--- config.mk ---
export PLATFORM = sky130hd
export DESIGN_NAME = vga_reg_snapshot
export DESIGN_NICKNAME = d
export VERILOG_FILES = /design/src/rtl/vga_reg_snapshot.sv
export SDC_FILE = /design/constraint.sdc
export NUM_CORES = 1
export LEC_CHECK = 0
export CORE_UTILIZATION = 44
export CTS_CLUSTER_SIZE = 16
export DETAILED_ROUTE_END_ITERATION = 6
export PLACE_DENSITY = 0.8
export SKIP_CTS_REPAIR_TIMING = 1
export SLEW_MARGIN = 20
export SYNTH_ARGS = -nofsm -noshare
export SYNTH_HDL_FRONTEND = slang
export SYNTH_SLANG_ARGS = --single-unit
--- constraint.sdc ---
create_clock -name CLK -period 13.2 [get_ports CLK]
set_input_delay 2.64 -clock CLK [delete_from_list [all_inputs] [get_ports CLK]]
set_output_delay 2.64 -clock CLK [all_outputs]
set_load 0.02 [all_outputs]
--- src/rtl/vga_reg_snapshot.sv ---
// vga_reg_snapshot: on each vertical sync start, reads five CPU registers
// through the register-file debug port (req/ack) into a shadow buffer and
// commits all 160 bits to the display bus in one edge, so the VGA text
// datapath never sees a half-updated register set.
module vga_reg_snapshot #(
  parameter logic [4:0] REG_BASE = 5'd1,
  parameter logic [7:0] TIMEOUT  = 8'd255
) (
  input  logic         CLK,
  input  logic         RST,
  input  logic         VS,
  input  logic         freeze,
  output logic         rf_req,
  output logic [4:0]   rf_addr,
  input  logic         rf_ack,
  input  logic [31:0]  rf_data,
  output logic [159:0] reg1to5,
  output logic         snap_valid,
  output logic [7:0]   frame_cnt,
  output logic         busy,
  output logic         err
);

  typedef enum logic [1:0] {
    ST_IDLE   = 2'd0,
    ST_REQ    = 2'd1,
    ST_COMMIT = 2'd2
  } state_e;

  state_e         state_q, state_d;
  logic [2:0]     k_q, k_d, k_inc;
  logic [7:0]     tc_q, tc_d, tc_inc;
  logic           vs_q;
  logic           vs_fall;
  logic           rf_req_q, rf_req_d;
  logic [4:0]     rf_addr_q, rf_addr_d;
  logic           busy_q, busy_d;
  logic           err_q, err_d;
  logic [159:0]   bus_q, bus_d;
  logic           snap_q, snap_d;
  logic [7:0]     fcnt_q, fcnt_d;
  logic           shadow_we;
  logic [31:0]    shadow_q [0:4];

  // VS is active-low; a start of vertical sync is a 1->0 transition
  assign vs_fall = vs_q & ~VS;
  assign k_inc   = k_q + 3'd1;
  assign tc_inc  = tc_q + 8'd1;

  assign rf_req     = rf_req_q;
  assign rf_addr    = rf_addr_q;
  assign busy       = busy_q;
  assign err        = err_q;
  assign reg1to5    = bus_q;
  assign snap_valid = snap_q;
  assign frame_cnt  = fcnt_q;

  // Next-state and next-output logic for the snapshot sequencer
  always_comb begin
    state_d   = state_q;
    k_d       = k_q;
    tc_d      = tc_q;
    rf_req_d  = 1'b0;
    rf_addr_d = rf_addr_q;
    busy_d    = 1'b0;
    err_d     = 1'b0;
    bus_d     = bus_q;
    snap_d    = snap_q;
    fcnt_d    = fcnt_q;
    shadow_we = 1'b0;
    case (state_q)
      ST_IDLE: begin
        // rf_ack is ignored here; only a VS start without freeze opens a read
        if (vs_fall && !freeze) begin
          state_d   = ST_REQ;
          k_d       = 3'd0;
          tc_d      = 8'd0;
          rf_req_d  = 1'b1;
          rf_addr_d = REG_BASE;
          busy_d    = 1'b1;
        end else begin
          state_d = ST_IDLE;
        end
      end
      ST_REQ: begin
        // A VS start here is deliberately dropped: no queuing across frames
        busy_d = 1'b1;
        if (rf_ack) begin
          shadow_we = 1'b1;
          tc_d      = 8'd0;
          if (k_q == 3'd4) begin
            state_d  = ST_COMMIT;
            rf_req_d = 1'b0;
          end else begin
            k_d       = k_inc;
            rf_req_d  = 1'b1;
            rf_addr_d = REG_BASE + {2'b00, k_inc};
          end
        end else begin
          if (tc_inc == TIMEOUT) begin
            // Give up on this frame; the partial shadow is never committed
            state_d  = ST_IDLE;
            err_d    = 1'b1;
            tc_d     = 8'd0;
            k_d      = 3'd0;
            rf_req_d = 1'b0;
            busy_d   = 1'b0;
          end else begin
            tc_d     = tc_inc;
            rf_req_d = 1'b1;
          end
        end
      end
      ST_COMMIT: begin
        state_d = ST_IDLE;
        k_d     = 3'd0;
        // freeze sampled here also covers a freeze raised mid-sequence
        if (!freeze) begin
          bus_d  = {shadow_q[4], shadow_q[3], shadow_q[2], shadow_q[1], shadow_q[0]};
          snap_d = 1'b1;
          fcnt_d = fcnt_q + 8'd1;
        end else begin
          bus_d = bus_q;
        end
      end
      default: begin
        state_d = ST_IDLE;
        k_d     = 3'd0;
        tc_d    = 8'd0;
      end
    endcase
  end

  // Sequencer state and all registered outputs, cleared asynchronously
  always_ff @(posedge CLK or posedge RST) begin
    if (RST) begin
      state_q   <= ST_IDLE;
      k_q       <= 3'd0;
      tc_q      <= 8'd0;
      vs_q      <= 1'b1;
      rf_req_q  <= 1'b0;
      rf_addr_q <= 5'd0;
      busy_q    <= 1'b0;
      err_q     <= 1'b0;
      bus_q     <= 160'd0;
      snap_q    <= 1'b0;
      fcnt_q    <= 8'd0;
    end else begin
      state_q   <= state_d;
      k_q       <= k_d;
      tc_q      <= tc_d;
      vs_q      <= VS;
      rf_req_q  <= rf_req_d;
      rf_addr_q <= rf_addr_d;
      busy_q    <= busy_d;
      err_q     <= err_d;
      bus_q     <= bus_d;
      snap_q    <= snap_d;
      fcnt_q    <= fcnt_d;
    end
  end

  // Shadow buffer capture; not reset because it is only read after a full refill
  always_ff @(posedge CLK) begin
    for (int i = 0; i < 5; i++) begin
      if (shadow_we && (k_q == 3'(i))) begin
        shadow_q[i] <= rf_data;
      end
    end
  end

endmodule

==> run summary <==
syn_nets = 694
design area = 16,000 µm²
total core area = 27,200 µm²
worst-path cell chain = clkdlybuf4s50_1 -> nor3b_4 -> buf_4 -> and4_1 -> nand3_1 -> xnor2_1
Avg Cell Area, Syn = 18.9 µm²
initial core utilization = 45.2%
Req. time, crit path = 13.59 ns
RSZ-0062 raised after global routing = false
Hold Path Depth = 1
num rows = 60
first-pass GRT wire length = 38,100 µm
gp weighted congestion = 0.751
Fin. Hold Viols = 0
Max H-tree Level = 2
DRT antenna net count = 0
die area = 28,600 µm²
Critical Path Source = freeze
# setup viols final = 0
Rel. slew slack = 30.1%
layout cells sized above 1 = 25.8%
Top FF cell, synth = dfrtp_1
GRT overflow = 0
vias post-DR = 6,439
vias in the first global route = 6,714
depth of the most critical reg-to-reg path = 5
clock buffer depth = 3
clk sink count = 350
CP endpoint = frame_cnt[7]$_DFFE_PP0P_
max frequency = 197 MHz
CTS Root Cell = clkbuf_16
max cap viols = 0
pwr dens = 231 nW/µm²
status = finished, final reports clean
DP Worst Slack = 7.58 ns
CTS Buf Count = 37
Pre-Repair DR Iteration Count = 4
Ant. Diodes = 0
Overall Global Routing Usage = 17.3%
Final Critical Period = 5.08 ns
Yosys cell types = 42
HP Class = flip-flop to flip-flop
I/O pin cnt = 214
flop-to-flop setup slack = 10.22 ns
Reg-to-Reg End = frame_cnt[7]$_DFFE_PP0P_
Clock Pin Slew Worst Setup and Hold Paths = 0.06 ns
Iteration-0 DRC Markers = 344
Fin Setup TNS = 0 ns
crit end category = flip-flop
IO buf count = 212
Area growth syn-to-layout = 30.2%
Final nets = 933
Setup WS post-layout = 8.12 ns
period utilisation layout = 38.5%
worst r2r src = state_q[0]$_DFFE_PP0P_
max-slew violation count = 0
synthesized instance count = 649
die height = 169 µm
DR DRC count = 0
Largest stage delay, worst path = 0.91 ns
largest net degree at the start of global routing = 123
critical path type = input port to flip-flop
clk_skew = 0.00631 ns
ys async rst share = 54.3%
peak supply drop = 0.131 mV
initial antenna violation count = 0
flops & latches, synth = 350
CTS tree = yes
Ys Warns = 0
worst-margin pin slew = 1.05 ns
P_leak = 0.00657 µW
Placed Instance Area = 14,800 µm²
CP Max Fanout = 82
worst endpoint data arrival time = 5.47 ns
sequential area share after synthesis = 77.8%
Avg Vias per Cell = 5.00
DP HPWL = 15,100 µm
Worst Setup Start Kind = input port
post-synth design cell area = 12,300 µm²
drt wl/cell = 19.0 µm
WL final = 24,500 µm
Post-synth EDFFs = 160
Die X = 169 µm
Worst path slowest cell = buf_4
worst skew pair latency = 0.50 ns
## Yosys cell counts (all sizes together) (2+ instances only)
| cell type | number | area [µm²] |
|---|---|---|
| nand3 | 7 | 35.0 |
| and4 | 2 | 17.5 |
| nor2 | 8 | 30.0 |
| nand2 | 21 | 78.8 |
| o221ai | 2 | 17.5 |
| a22oi | 2 | 15.0 |
| and3 | 3 | 18.8 |
| nor3b | 5 | 47.5 |
| dfrtp | 189 | 4730 |
| o2111ai | 2 | 17.5 |
| ha | 8 | 100 |
| edfxtp | 160 | 4800 |
| o21ai | 8 | 43.8 |
| mux2 | 164 | 1850 |
| o211ai | 4 | 30.0 |
| buf | 21 | 145 |
| inv | 7 | 26.3 |
| nand2b | 3 | 18.8 |
| nor4b | 3 | 26.3 |
| xor2 | 7 | 61.3 |
| nor3 | 2 | 10.0 |
| xnor2 | 4 | 35.0 |
## report_power, final
part / total (µW) / internal, µW / switching, µW
clock network: 984 / 590 / 394
logic: 1120 / 566 / 556
registers: 1590 / 1440 / 154
total: 3700 / 2590 / 1100
## routing by layer
layer  track usage (%)  part of all wire [%]
met1              23.4                    44
met2              28.3                    48
met3              3.96                   5.7
met4              4.74                   1.9
met5                 0                     0
## metrics by stage
step                      cells  power [µW]  hold slack (ns)  util (%)
final                      1287        3700            0.463      58.9
after global routing       1287        3860            0.478      58.9
after CTS                  1287        3740            0.470      58.9
after detailed placement   1221        2740            0.456      54.6
after global placement     1221        2710            0.454      54.6
after floorplan             649        2140            0.454         -
## worst min-delay path by stage
stage / from / end / slack, ns
after global placement: snap_valid$_DFFE_PP0P_ / snap_valid$_DFFE_PP0P_ / 0.45
after CTS: snap_valid$_DFFE_PP0P_ / snap_valid$_DFFE_PP0P_ / 0.47
final: snap_valid$_DFFE_PP0P_ / snap_valid$_DFFE_PP0P_ / 0.46
after detailed placement: snap_valid$_DFFE_PP0P_ / snap_valid$_DFFE_PP0P_ / 0.46
after floorplan: shadow_q[0][0]$_DFFE_PP_ / reg1to5[0]$_DFFE_PP0P_ / 0.45
after global routing: shadow_q[0][87]$_DFFE_PP_ / reg1to5[87]$_DFFE_PP0P_ / 0.48
## flip-flops by register name, indices dropped and copies added (netlist names)
| name | count |
|---|---|
| snap_valid | 1 |
| rf_addr | 4 |
| err | 1 |
| rf_req | 1 |
| frame_cnt | 8 |
| shadow_q | 160 |
| state_q | 2 |
| tc_q | 8 |
| reg1to5 | 160 |
| vs_q | 1 |
| busy | 1 |
| k_q | 3 |
## cell usage in the layout, fill, tap and decap left out, types with 2 or more instances in the layout
cell type          n
and3_1             2
nand3_1            7
xor2_1             7
mux2_2           164
clkdlybuf4s50_1  212
edfxtp_1         160
buf_4              9
clkbuf_16         39
ha_1               8
nor3b_2            4
nor2_1             7
nand2_1           21
and4_1             2
o211ai_1           4
o2111ai_1          2
clkinv_1           2
o221ai_1           2
nor4b_1            3
nor3_1             2
clkbuf_8           5
clkinv_2           4
a22oi_1            2
xnor2_1            4
o21ai_0            7
inv_1              6
nand2b_1           3
clkinvlp_4         2
clkbuf_1          12
dfrtp_1          189
## critical path: cells and delay by family
family | cells | cell delay, ns
buffers and inverters | 2 | 1.39
XOR/XNOR | 1 | 0.13
AND/OR/NAND/NOR | 3 | 1.23
## layout make-up
cell class              count  area [µm²]
well taps                 372         465
inverters                   7        33.8
clock inverters            10        81.3
fillers                  2071       11200
multi-input cells         271        2590
clock buffers              56        1090
flip-flops and latches    350        9560
repair buffers            221        2190
## logic make-up (layout without fill, tap and decap cells)
group           Yosys count  after routing  share of synthesized area (%)
flops                   350            350                           77.8
mux                     164            164                           15.0
simple gates             62             62                           2.73
buf+inv                  28            294                           1.39
compound gates           25             25                           1.46
xor+xnor                 11             11                          0.784
fa+ha+maj                 8              8                          0.814
other cells               1              1                         0.0305
(Power assumes the default switching activity.)
